<file path="src/rtl/imem_loader.sv">
// imem_loader
//   Writer side of the instruction memory. Takes a byte stream over a
//   valid/ready handshake and writes the words it carries to consecutive
//   instruction-memory addresses. A trailing checksum byte is then verified.
//   The core is held in reset for the whole load, so it only starts fetching
//   after a load that completed cleanly.
//
//   Stream: LEN_HI, LEN_LO (word count N, big-endian),
//           N x (DATA_HI, DATA_LO), CHECK (sum mod 256 of all previous bytes).
//
// Ports
//   clk, rst       clock, synchronous active-high reset
//   start          one-cycle pulse, begins a load from IDLE, DONE or ERROR
//   in_valid       in_data holds a byte
//   in_data        stream byte
//   in_ready       loader takes a byte this cycle
//   mem_wen        one-cycle instruction-memory write strobe
//   mem_addr       write address (BASE_ADDR + word index, wraps)
//   mem_wdata      write data
//   core_rst       core reset, high while loading or after a failed load
//   done           load finished with a good checksum
//   err            load failed (over-length or bad checksum)
//   words_written  number of write strobes in the current load
module imem_loader #(
  parameter int unsigned      ISIZE     = 16,
  parameter int unsigned      DSIZE     = 16,
  parameter logic [ISIZE-1:0] BASE_ADDR = '0,
  parameter int unsigned      MAX_WORDS = 256
) (
  input  logic             clk,
  input  logic             rst,
  input  logic             start,
  input  logic             in_valid,
  input  logic [7:0]       in_data,
  output logic             in_ready,
  output logic             mem_wen,
  output logic [ISIZE-1:0] mem_addr,
  output logic [DSIZE-1:0] mem_wdata,
  output logic             core_rst,
  output logic             done,
  output logic             err,
  output logic [15:0]      words_written
);

  typedef enum logic [2:0] {
    S_IDLE, S_LEN_HI, S_LEN_LO, S_DATA_HI, S_DATA_LO, S_CHECK, S_DONE, S_ERROR
  } state_t;

  state_t           state_q, state_d;
  logic [15:0]      len_q, len_d;
  logic [7:0]       hi_q, hi_d;
  logic [7:0]       sum_q, sum_d;
  logic [15:0]      words_written_q, words_written_d;
  logic             mem_wen_q, mem_wen_d;
  logic [ISIZE-1:0] mem_addr_q, mem_addr_d;
  logic [DSIZE-1:0] mem_wdata_q, mem_wdata_d;
  logic             in_ready_q, in_ready_d;
  logic             core_rst_q, core_rst_d;
  logic             done_q, done_d;
  logic             err_q, err_d;

  logic             accept;
  logic [15:0]      len_full;
  logic             loading_next;

  // in_ready is registered from the next state, so it always matches the
  // state the loader is in when the byte is sampled.
  assign accept   = in_valid & in_ready_q;
  assign len_full = {len_q[15:8], in_data};

  always_comb begin
    state_d         = state_q;
    len_d           = len_q;
    hi_d            = hi_q;
    sum_d           = sum_q;
    words_written_d = words_written_q;
    mem_wen_d       = 1'b0;
    mem_addr_d      = mem_addr_q;
    mem_wdata_d     = mem_wdata_q;

    case (state_q)
      S_IDLE, S_DONE, S_ERROR: begin
        if (start) begin
          state_d         = S_LEN_HI;
          words_written_d = 16'd0;
          sum_d           = 8'd0;
        end
      end
      S_LEN_HI: begin
        if (accept) begin
          len_d   = {in_data, 8'd0};
          sum_d   = sum_q + in_data;
          state_d = S_LEN_LO;
        end
      end
      S_LEN_LO: begin
        if (accept) begin
          len_d = len_full;
          sum_d = sum_q + in_data;
          if (32'(len_full) > MAX_WORDS) begin
            state_d = S_ERROR;
          end else if (len_full == 16'd0) begin
            state_d = S_CHECK;
          end else begin
            state_d = S_DATA_HI;
          end
        end
      end
      S_DATA_HI: begin
        if (accept) begin
          hi_d    = in_data;
          sum_d   = sum_q + in_data;
          state_d = S_DATA_LO;
        end
      end
      S_DATA_LO: begin
        if (accept) begin
          mem_wen_d       = 1'b1;
          mem_wdata_d     = DSIZE'({hi_q, in_data});
          // words_written_q is the index of the word being completed.
          mem_addr_d      = BASE_ADDR + ISIZE'(words_written_q);
          words_written_d = words_written_q + 16'd1;
          sum_d           = sum_q + in_data;
          // N <= MAX_WORDS, so the +1 cannot overflow 16 bits.
          if (words_written_q + 16'd1 == len_q) begin
            state_d = S_CHECK;
          end else begin
            state_d = S_DATA_HI;
          end
        end
      end
      S_CHECK: begin
        if (accept) begin
          state_d = (in_data == sum_q) ? S_DONE : S_ERROR;
        end
      end
      default: state_d = S_IDLE;
    endcase

    loading_next = (state_d == S_LEN_HI) || (state_d == S_LEN_LO) ||
                   (state_d == S_DATA_HI) || (state_d == S_DATA_LO) ||
                   (state_d == S_CHECK);
    in_ready_d = loading_next;
    core_rst_d = loading_next || (state_d == S_ERROR);
    done_d     = (state_d == S_DONE);
    err_d      = (state_d == S_ERROR);
  end

  always_ff @(posedge clk) begin
    if (rst) begin
      state_q         <= S_IDLE;
      len_q           <= 16'd0;
      hi_q            <= 8'd0;
      sum_q           <= 8'd0;
      words_written_q <= 16'd0;
      mem_wen_q       <= 1'b0;
      mem_addr_q      <= BASE_ADDR;
      mem_wdata_q     <= '0;
      in_ready_q      <= 1'b0;
      core_rst_q      <= 1'b0;
      done_q          <= 1'b0;
      err_q           <= 1'b0;
    end else begin
      state_q         <= state_d;
      len_q           <= len_d;
      hi_q            <= hi_d;
      sum_q           <= sum_d;
      words_written_q <= words_written_d;
      mem_wen_q       <= mem_wen_d;
      mem_addr_q      <= mem_addr_d;
      mem_wdata_q     <= mem_wdata_d;
      in_ready_q      <= in_ready_d;
      core_rst_q      <= core_rst_d;
      done_q          <= done_d;
      err_q           <= err_d;
    end
  end

  assign in_ready      = in_ready_q;
  assign mem_wen       = mem_wen_q;
  assign mem_addr      = mem_addr_q;
  assign mem_wdata     = mem_wdata_q;
  assign core_rst      = core_rst_q;
  assign done          = done_q;
  assign err           = err_q;
  assign words_written = words_written_q;

endmodule

</file>
<file path="config.mk">
export PLATFORM = sky130hd
export DESIGN_NAME = imem_loader
export DESIGN_NICKNAME = d
export VERILOG_FILES = /design/src/rtl/imem_loader.sv
export SDC_FILE = /design/constraint.sdc
export NUM_CORES = 1
export LEC_CHECK = 0
export BUFFER_PORTS_ARGS = -buffer_cell sky130_fd_sc_hd__buf_2
export CAP_MARGIN = 25
export CORE_MARGIN = 2
export CORE_UTILIZATION = 35
export CTS_CLUSTER_SIZE = 28
export DETAILED_ROUTE_END_ITERATION = 8
export PLACE_DENSITY = 0.6
export SYNTH_ARGS = -nofsm -noshare
export SYNTH_HDL_FRONTEND = slang
export SYNTH_SLANG_ARGS = --single-unit
</file>
<file path="constraint.sdc">
create_clock -name clk -period 6.05 [get_ports clk]
set_input_delay 1.21 -clock clk [delete_from_list [all_inputs] [get_ports clk]]
set_output_delay 1.21 -clock clk [all_outputs]
set_load 0.01 [all_outputs]
</file>
==> results.json, run 1 <==
{
  "numPortBuffers": 64,
  "p_leak_uw": 0.00193,
  "dr.first_iter.drc_count": 333,
  "wl_per_cell_um": 14.5,
  "worstMarginPinSlew_ns": 0.949,
  "finalHoldViolations": 0,
  "area_growth_pct": 15.5,
  "ys_ff_latch": 88,
  "grt_pass1_vias": 3625,
  "hold_ws_ns": 0.450,
  "clk_pin_slew_ns": 0.06,
  "root_buffer": "clkbuf_16",
  "synth_top_family_by_area": "simple AND/OR/NAND/NOR gates",
  "ios": 65,
  "postCtsHoldBufs": 0,
  "outcome": "finished, final reports clean",
  "fmax_mhz": 333,
  "clk_latency_ns": 0.34,
  "via_per_inst": 5.35,
  "maxSlewViolCount": 0,
  "yosys-top-cells-count": "88 x dfxtp_1, 87 x nand2_1, 74 x a21oi_1",
  "ys_async_sr_fraction": 0,
  "routed_wirelength_mm": 10.5,
  "gp_congestion": 0.859,
  "synth_fa_ha_area_frac": 0.0280,
  "maxCapViolCount": 0,
  "synthMuxAreaShare": 0.0260,
  "crit_required_ns": 6.31,
  "setup_violations": 0,
  "grt_pass1_wl_mm": 17.3,
  "yosysTopAreaCellShare": 0.411,
  "initial_utilization": 0.358,
  "slowest_stage": "or3_2",
  "pwr-share-comb": 0.084,
  "crit_path_max_fanout": 55,
  "critPathLaunchType": "input pin",
  "num_vias": 3882,
  "tns_ns": 0,
  "numCtsBuffers": 9,
  "cts_tree": "built",
  "ant_nets": 0,
  "seq_area_frac_synth": 0.411,
  "ir_worst_vdd_mv": 0.123,
  "max_stage_delay_ns": 0.94,
  "design.die.area_um2": 13100,
  "yosys_warnings": 0,
  "seqPwrFrac": 0.470,
  "cts.sinks": 88,
  "drive_above_1_share": 0.163,
  "syn-mean-instance-area_um2": 8.03,
  "dp_hpwl_mm": 7.07,
  "finalCriticalPeriod_ns": 3.01,
  "syn_inst": 534,
  "antenna_found_initial": 0,
  "die-width_um": 115,
  "power.density_nw_per_um2": 258,
  "post_cts_buffers": 0,
  "num_rows": 40,
  "maxSlewHeadroom": 0.367,
  "internal_power_uw": 961,
  "swShare": 0.247,
  "clock_power_share": 0.446,
  "rsz0062_at_grt": "false",
  "synth_compound_area_frac": 0.199,
  "antenna_cells": 0,
  "core_um2": 12000,
  "post-route-period-util": 0.497,
  "crit_buf_inv": 1,
  "first_pass_iters": 5,
  "worstHoldPathType": "register to register",
  "grtUsageTotal": 0.164,
  "crit_family": "simple AND/OR/NAND/NOR gates",
  "syn_nets": 555,
  "finClkSkew_ns": 0.00596,
  "drc": 0,
  "synth_area_leader_cell": "dfxtp_1",
  "synth_xor_area_frac": 0.0531,
  "end_kind": "register",
  "path_cells": "buf_2 > nand2_1 > or3_2 > or4_1 > a21oi_1",
  "arrival_ns": 3.27,
  "die_h_um": 115,
  "synth_edf_count": 0,
  "synth-simple-area-share": 0.235,
  "ys.flop_type": "dfxtp_1",
  "grt_max_degree": 92,
  "synth_cell_types": 54,
  "yosysMostFrequentCell": "dfxtp_1",
  "nets": 594,
  "clockBufferDepth": 2,
  "critPathKind": "input pin to register",
  "synth_area_leaders": "dfxtp_1 41%, a21oi_1 8.6%, nand2_1 7.6%",
  "cts-resized-gates": 0,
  "syn_area_um2": 4290,
  "htreeDepth": 3,
  "grt-ovfl-total": 0,
  "netSwitchingPower_uw": 315
}
kinds of logic (layout without fill, tap and decap cells):
kind of cell | count (synthesis) | in the layout
and+or+nand+nor | 215 | 215
AOI/OAI and AO/OA | 140 | 140
DFF | 88 | 88
buffers and inverters | 45 | 89
xor gates and xnor gates | 26 | 26
muxes | 11 | 11
adders and majority gates | 9 | 9
stage by stage:
stage	worst slack, ns	utilization	area [um2]	power [uW]	std cells
5_1_grt	2.88	0.414	4950	1330	725
3_5_place_dp	2.53	0.387	4630	720	708
2_1_floorplan	3.28	-	4290	688	534
6_report	3.04	0.414	4950	1280	725
3_3_place_gp	2.62	0.387	4630	717	708
4_1_cts	2.89	0.413	4940	1290	724
registers in the layout, indices dropped and copies added (netlist names):
| name | count |
|---|---|
| mem_wen | 1 |
| sum_q | 8 |
| done | 1 |
| words_written | 16 |
| hi_q | 8 |
| core_rst | 1 |
| in_ready | 1 |
| len_q | 16 |
| mem_wdata | 16 |
| mem_addr | 16 |
| state_q | 3 |
| err | 1 |
cells in the final DEF, fill, tap and decap left out, types with 2 or more instances in the layout:
| cell | n |
|---|---|
| nand2b_1 | 7 |
| and2_1 | 2 |
| a22oi_1 | 16 |
| nand3_1 | 15 |
| o22ai_1 | 2 |
| nand4_1 | 7 |
| buf_2 | 64 |
| mux2i_1 | 10 |
| clkbuf_16 | 9 |
| nor2_1 | 52 |
| or3_1 | 8 |
| o21bai_1 | 2 |
| a21oi_1 | 74 |
| nor3_1 | 6 |
| or4_1 | 2 |
| a31oi_1 | 7 |
| a21o_1 | 5 |
| nand3b_1 | 5 |
| dfxtp_1 | 88 |
| and4_1 | 5 |
| a211oi_1 | 5 |
| xnor2_1 | 16 |
| ha_1 | 8 |
| nand2_1 | 87 |
| and3_1 | 4 |
| clkinv_4 | 2 |
| a311oi_1 | 2 |
| o21ai_0 | 15 |
| nor4_1 | 5 |
| xor2_1 | 10 |
| inv_1 | 5 |
| buf_4 | 3 |
power by group through the flow:
stage	registers [uW]	logic (uW)	clock network, uW
floorplan	608	80.0	0
global placement	612	104	0
detailed placement	613	107	0
CTS	599	108	586
global route	601	120	610
finish	600	108	569
worst paths after layout:
path                    startpoint          endpoint  slack [ns]  cells past startpoint
hold / removal         mem_addr[6]       mem_addr[6]        0.45                      2
setup reg to reg  words_written[0]        state_q[1]        3.23                      8
hold reg to reg        mem_addr[6]       mem_addr[6]        0.45                      2
setup / recovery          in_valid  words_written[8]        3.04                      5
worst min-delay path: cells and delay by family, from the launching register on:
family	cells	cell delay, ns
AO/OA/AOI/OAI	1	0.05
flip-flops	1	0.30
AND/OR/NAND/NOR	1	0.05
layer usage:
| metal | global-route usage | vias up | wire length [um] |
|---|---|---|---|
| li1 | - | 1954 | - |
| met1 | 0.208 | 1805 | 4800 |
| met2 | 0.265 | 100 | 4940 |
| met3 | 0.0402 | 23 | 498 |
| met4 | 0.0715 | 0 | 268 |
| met5 | 0 | - | 0 |
layout make-up:
class / instances / area [um2]
clock inverter: 5 / 63.8
multi-input combinational: 401 / 2320
inverter: 5 / 18.8
clock buffer: 11 / 243
tap: 147 / 184
fill: 1208 / 7010
timing repair buffer: 68 / 354
sequential: 88 / 1760
(Power assumes the default switching activity.)
==> run 2, diff against run 1 <==
- PLACE_DENSITY: 0.6 -> 0.62
- clock period: 6.05 -> 2.6 ns (I/O delays scaled with it)
==> results.json, run 2 (synthesis gave the netlist of run 1 again) <==
{
  "core_um2": 12000,
  "die-width_um": 115,
  "setup_violations": 0,
  "first_pass_iters": 5,
  "root_buffer": "clkbuf_16",
  "drive_above_1_share": 0.187,
  "power.density_nw_per_um2": 591,
  "post-route-period-util": 0.926,
  "maxSlewViolCount": 0,
  "instances_no_fill": 742,
  "post_cts_buffers": 0,
  "clk_pin_slew_ns": 0.06,
  "grt_pass1_vias": 3739,
  "postCtsHoldBufs": 0,
  "rrSetupSlack_ns": 0.19,
  "fmax_mhz": 415,
  "via_per_inst": 5.43,
  "worstMarginPinSlew_ns": 0.676,
  "numCtsBuffers": 9,
  "min_from": "mem_addr[13]",
  "cts_tree": "built",
  "hold_ws_ns": 0.448,
  "rsz0062_at_grt": "false",
  "cts.sinks": 88,
  "final_cell_mix": "88 x dfxtp_1, 87 x nand2_1, 74 x a21oi_1",
  "crit_required_ns": 2.83,
  "grtUsageTotal": 0.175,
  "drc": 0,
  "r2r_start": "words_written[0]",
  "ir_worst_vdd_mv": 0.361,
  "dr.first_iter.drc_count": 330,
  "numPortBuffers": 64,
  "tns_ns": 0,
  "worst_slack_ns": 0.193,
  "finClkSkew_ns": 0.00733,
  "finalCriticalPeriod_ns": 2.41,
  "wl_per_cell_um": 14.8,
  "p_leak_uw": 0.00202,
  "cts-resized-gates": 0,
  "clockBufferDepth": 2,
  "grt_max_degree": 37,
  "grt_pass1_wl_mm": 18.1,
  "arrival_ns": 2.63,
  "gp_congestion": 0.892,
  "critPathLaunchType": "register",
  "finalHoldViolations": 0,
  "setup.worst_path.start": "words_written[0]",
  "nets": 612,
  "num_rows": 40,
  "critPathKind": "register to register",
  "maxSlewHeadroom": 0.549,
  "detailedPlace.worstSlack_ns": 0.192,
  "dp_hpwl_mm": 7.87,
  "end_kind": "register",
  "worstHoldPathType": "register to register",
  "design_power_total_uw": 3010,
  "grt-ovfl-total": 0,
  "outcome": "finished, final reports clean",
  "clk_latency_ns": 0.34,
  "num_vias": 4026,
  "area_growth_pct": 18.9,
  "ant_nets": 0,
  "maxCapViolCount": 0,
  "initial_utilization": 0.358,
  "antenna_cells": 0,
  "antenna_found_initial": 0,
  "htreeDepth": 3,
  "crit_path_max_fanout": 8,
  "layout_commonest_cell": "dfxtp_1",
  "die_h_um": 115,
  "design.die.area_um2": 13100,
  "place_inst": 727,
  "routed_wirelength_mm": 11.0,
  "ios": 65
}
run 2: cell count changes in the layout (fill, tap and decap cells not counted), sizes merged:
cell    before  now
bufinv       1    2
clkbuf      11   10
clkinv       2    1
buf         68   86
run 2: critical path: stages (launching register included):
cell       delay [ns]
dfxtp_1          0.36
ha_1             0.29
and3_1           0.22
buf_4            0.16
a221oi_2         0.21
o21ai_1          0.11
a2111oi_2        0.38
nand4_1          0.20
a21oi_1          0.24
a31oi_1          0.11
run 2: path summary, 6_finish.rpt:
| path | to | depth (start not counted) |
|---|---|---|
| worst min-delay path | mem_addr[13] | 2 |
| worst max register to register | in_ready | 9 |
| worst max-delay path | in_ready | 9 |
| worst min register to register | mem_addr[13] | 2 |
run 2: metrics by stage:
stage / util / instance area, um2
finish: 0.426 / 5100
global route: 0.426 / 5100
CTS: 0.426 / 5100
detailed placement: 0.400 / 4790
global placement: 0.399 / 4780
floorplan: - / 4290
run 2: area by class of cell:
class | instances | area, um2
multi-input combinational | 401 | 2320
inverter | 5 | 18.8
clock buffer | 10 | 229
sequential | 88 | 1760
fill | 1201 | 6870
timing repair buffer | 86 | 498
clock inverter | 5 | 81.3
tap | 147 | 184
run 2: report_power, final:
| part | internal [uW] | total, uW | switching [uW] |
|---|---|---|---|
| sequential | 1370 | 1400 | 27.6 |
| clock | 838 | 1360 | 518 |
| combinational | 98.0 | 260 | 162 |
| total | 2300 | 3010 | 708 |
run 2: layer usage:
layer | track usage | wire length (um) | up-vias
met5 | 0 | 0 | -
met4 | 0.0610 | 172 | 0
met3 | 0.0471 | 441 | 12
met2 | 0.297 | 5460 | 87
met1 | 0.214 | 4940 | 1947
li1 | - | - | 1980
==> run 3, diff against run 2 <==
- RECOVER_POWER: default -> 25
==> results.json, run 3 (synthesis gave the netlist of run 1 again) <==
{
  "outcome": "finished, final reports clean",
  "maxSlewViolCount": 0,
  "grt_pass1_vias": 3739,
  "instances_no_fill": 742,
  "crit_path_max_fanout": 8,
  "grt-busiest-layer": "met2",
  "num_rows": 40,
  "maxSlewHeadroom": 0.549,
  "worstHoldPathType": "register to register",
  "crit_required_ns": 2.83,
  "dr.first_iter.drc_count": 347,
  "design.die.area_um2": 13100,
  "met1_usage": 0.214,
  "post_cts_buffers": 0,
  "cts.sinks": 88,
  "dp_hpwl_mm": 7.87,
  "area_growth_pct": 17.9,
  "crit_buf_inv": 1,
  "fmax_mhz": 413,
  "grt-ovfl-total": 0,
  "numCtsBuffers": 9,
  "postCtsHoldBufs": 0,
  "arrival_ns": 2.65,
  "core_um2": 12000,
  "wl_per_cell_um": 14.9,
  "num_vias": 4032,
  "ios": 65,
  "cts-resized-gates": 0,
  "setup_violations": 0,
  "antenna_found_initial": 0,
  "via_per_inst": 5.43,
  "critPathKind": "register to register",
  "drive_above_1_share": 0.128,
  "final_cell_mix": "88 x dfxtp_1, 87 x nand2_1, 74 x a21oi_1",
  "numPortBuffers": 64,
  "gp_congestion": 0.892,
  "antenna_cells": 0,
  "htreeDepth": 3,
  "finalCriticalPeriod_ns": 2.42,
  "ir_worst_vdd_mv": 0.361,
  "worstMarginPinSlew_ns": 0.676,
  "clk_pin_slew_ns": 0.06,
  "cts_tree": "built",
  "seqPwrFrac": 0.463,
  "tns_ns": 0,
  "path_cells": "ha_1 > and3_1 > buf_4 > a221oi_2 > o21ai_1 > a2111oi_2 > nand4_1 > a21oi_1 > a31oi_1",
  "end_kind": "register",
  "grt_pass1_wl_mm": 18.1,
  "post-route-period-util": 0.931,
  "rsz0062_at_grt": "false",
  "initial_utilization": 0.358,
  "critPathLaunchType": "register",
  "clk_latency_ns": 0.34,
  "multi_input_area_um2": 2320,
  "slowest_stage": "a2111oi_2",
  "layout_commonest_cell": "dfxtp_1",
  "nets": 612,
  "routed_wirelength_mm": 11.0,
  "swShare": 0.236,
  "die_h_um": 115,
  "pwr-share-comb": 0.086,
  "fillers": 1222,
  "drc": 0,
  "netSwitchingPower_uw": 711,
  "clock_power_share": 0.451,
  "finalHoldViolations": 0,
  "finClkSkew_ns": 0.00785,
  "worst_slack_ns": 0.178,
  "power.density_nw_per_um2": 597,
  "met2_usage": 0.297,
  "clockBufferDepth": 2,
  "detailedPlace.worstSlack_ns": 0.192,
  "max_stage_delay_ns": 0.38,
  "grtUsageTotal": 0.175,
  "die-width_um": 115,
  "ff_latch_area_um2": 1760,
  "crit_family": "compound AO/OA/AOI/OAI gates",
  "internal_power_uw": 2300,
  "root_buffer": "clkbuf_16",
  "first_pass_iters": 5,
  "gr-usage-met3": 0.0471,
  "maxCapViolCount": 0,
  "p_leak_uw": 0.00187,
  "ant_nets": 0,
  "grt_max_degree": 37,
  "place_inst": 727
}
==> run 3: final timing paths <==
kind	start	end	slack (ns)	cells after the start
max	words_written[0]	in_ready	0.18	9
min	mem_addr[13]	mem_addr[13]	0.45	2
max reg2reg	words_written[0]	in_ready	0.18	9
min reg2reg	mem_addr[13]	mem_addr[13]	0.45	2
==> run 3: power by group through the flow <==
stage                     sequential [uW]  clock, uW  combinational, uW
final                                1400       1360                260
after global routing                 1400       1450                289
after CTS                            1400       1390                260
after detailed placement             1430          0                257
after global placement               1430          0                251
after floorplan                      1410          0                186
==> run 3: worst min-delay path: stages (launching register included) <==
cell	delay (ns)
dfxtp_1	0.31
nand2_1	0.05
a21oi_1	0.05
==> run 3: final cells by class <==
class,instances,share of cell area
Clock buffer,10,0.0453
Clock inverter,5,0.0161
Inverter,5,0.00371
Multi-Input combinational cell,401,0.460
Sequential cell,88,0.349
Tap cell,147,0.0364
Timing Repair Buffer,86,0.0899
==> run 3: stage by stage <==
stage / hold WS, ns / instance area, um2 / total power (uW) / util
6_report: 0.450 / 5050 / 3020 / 0.422
5_1_grt: 0.465 / 5050 / 3140 / 0.422
4_1_cts: 0.452 / 5100 / 3050 / 0.426
3_5_place_dp: 0.443 / 4790 / 1680 / 0.400
3_3_place_gp: 0.437 / 4780 / 1680 / 0.399
2_1_floorplan: 0.431 / 4290 / 1600 / -
==> run 3: metal layers <==
layer | wire length [um] | vias up
met5 | 0 | -
met4 | 162 | 0
met3 | 490 | 10
met2 | 5440 | 99
met1 | 4950 | 1941
li1 | - | 1982
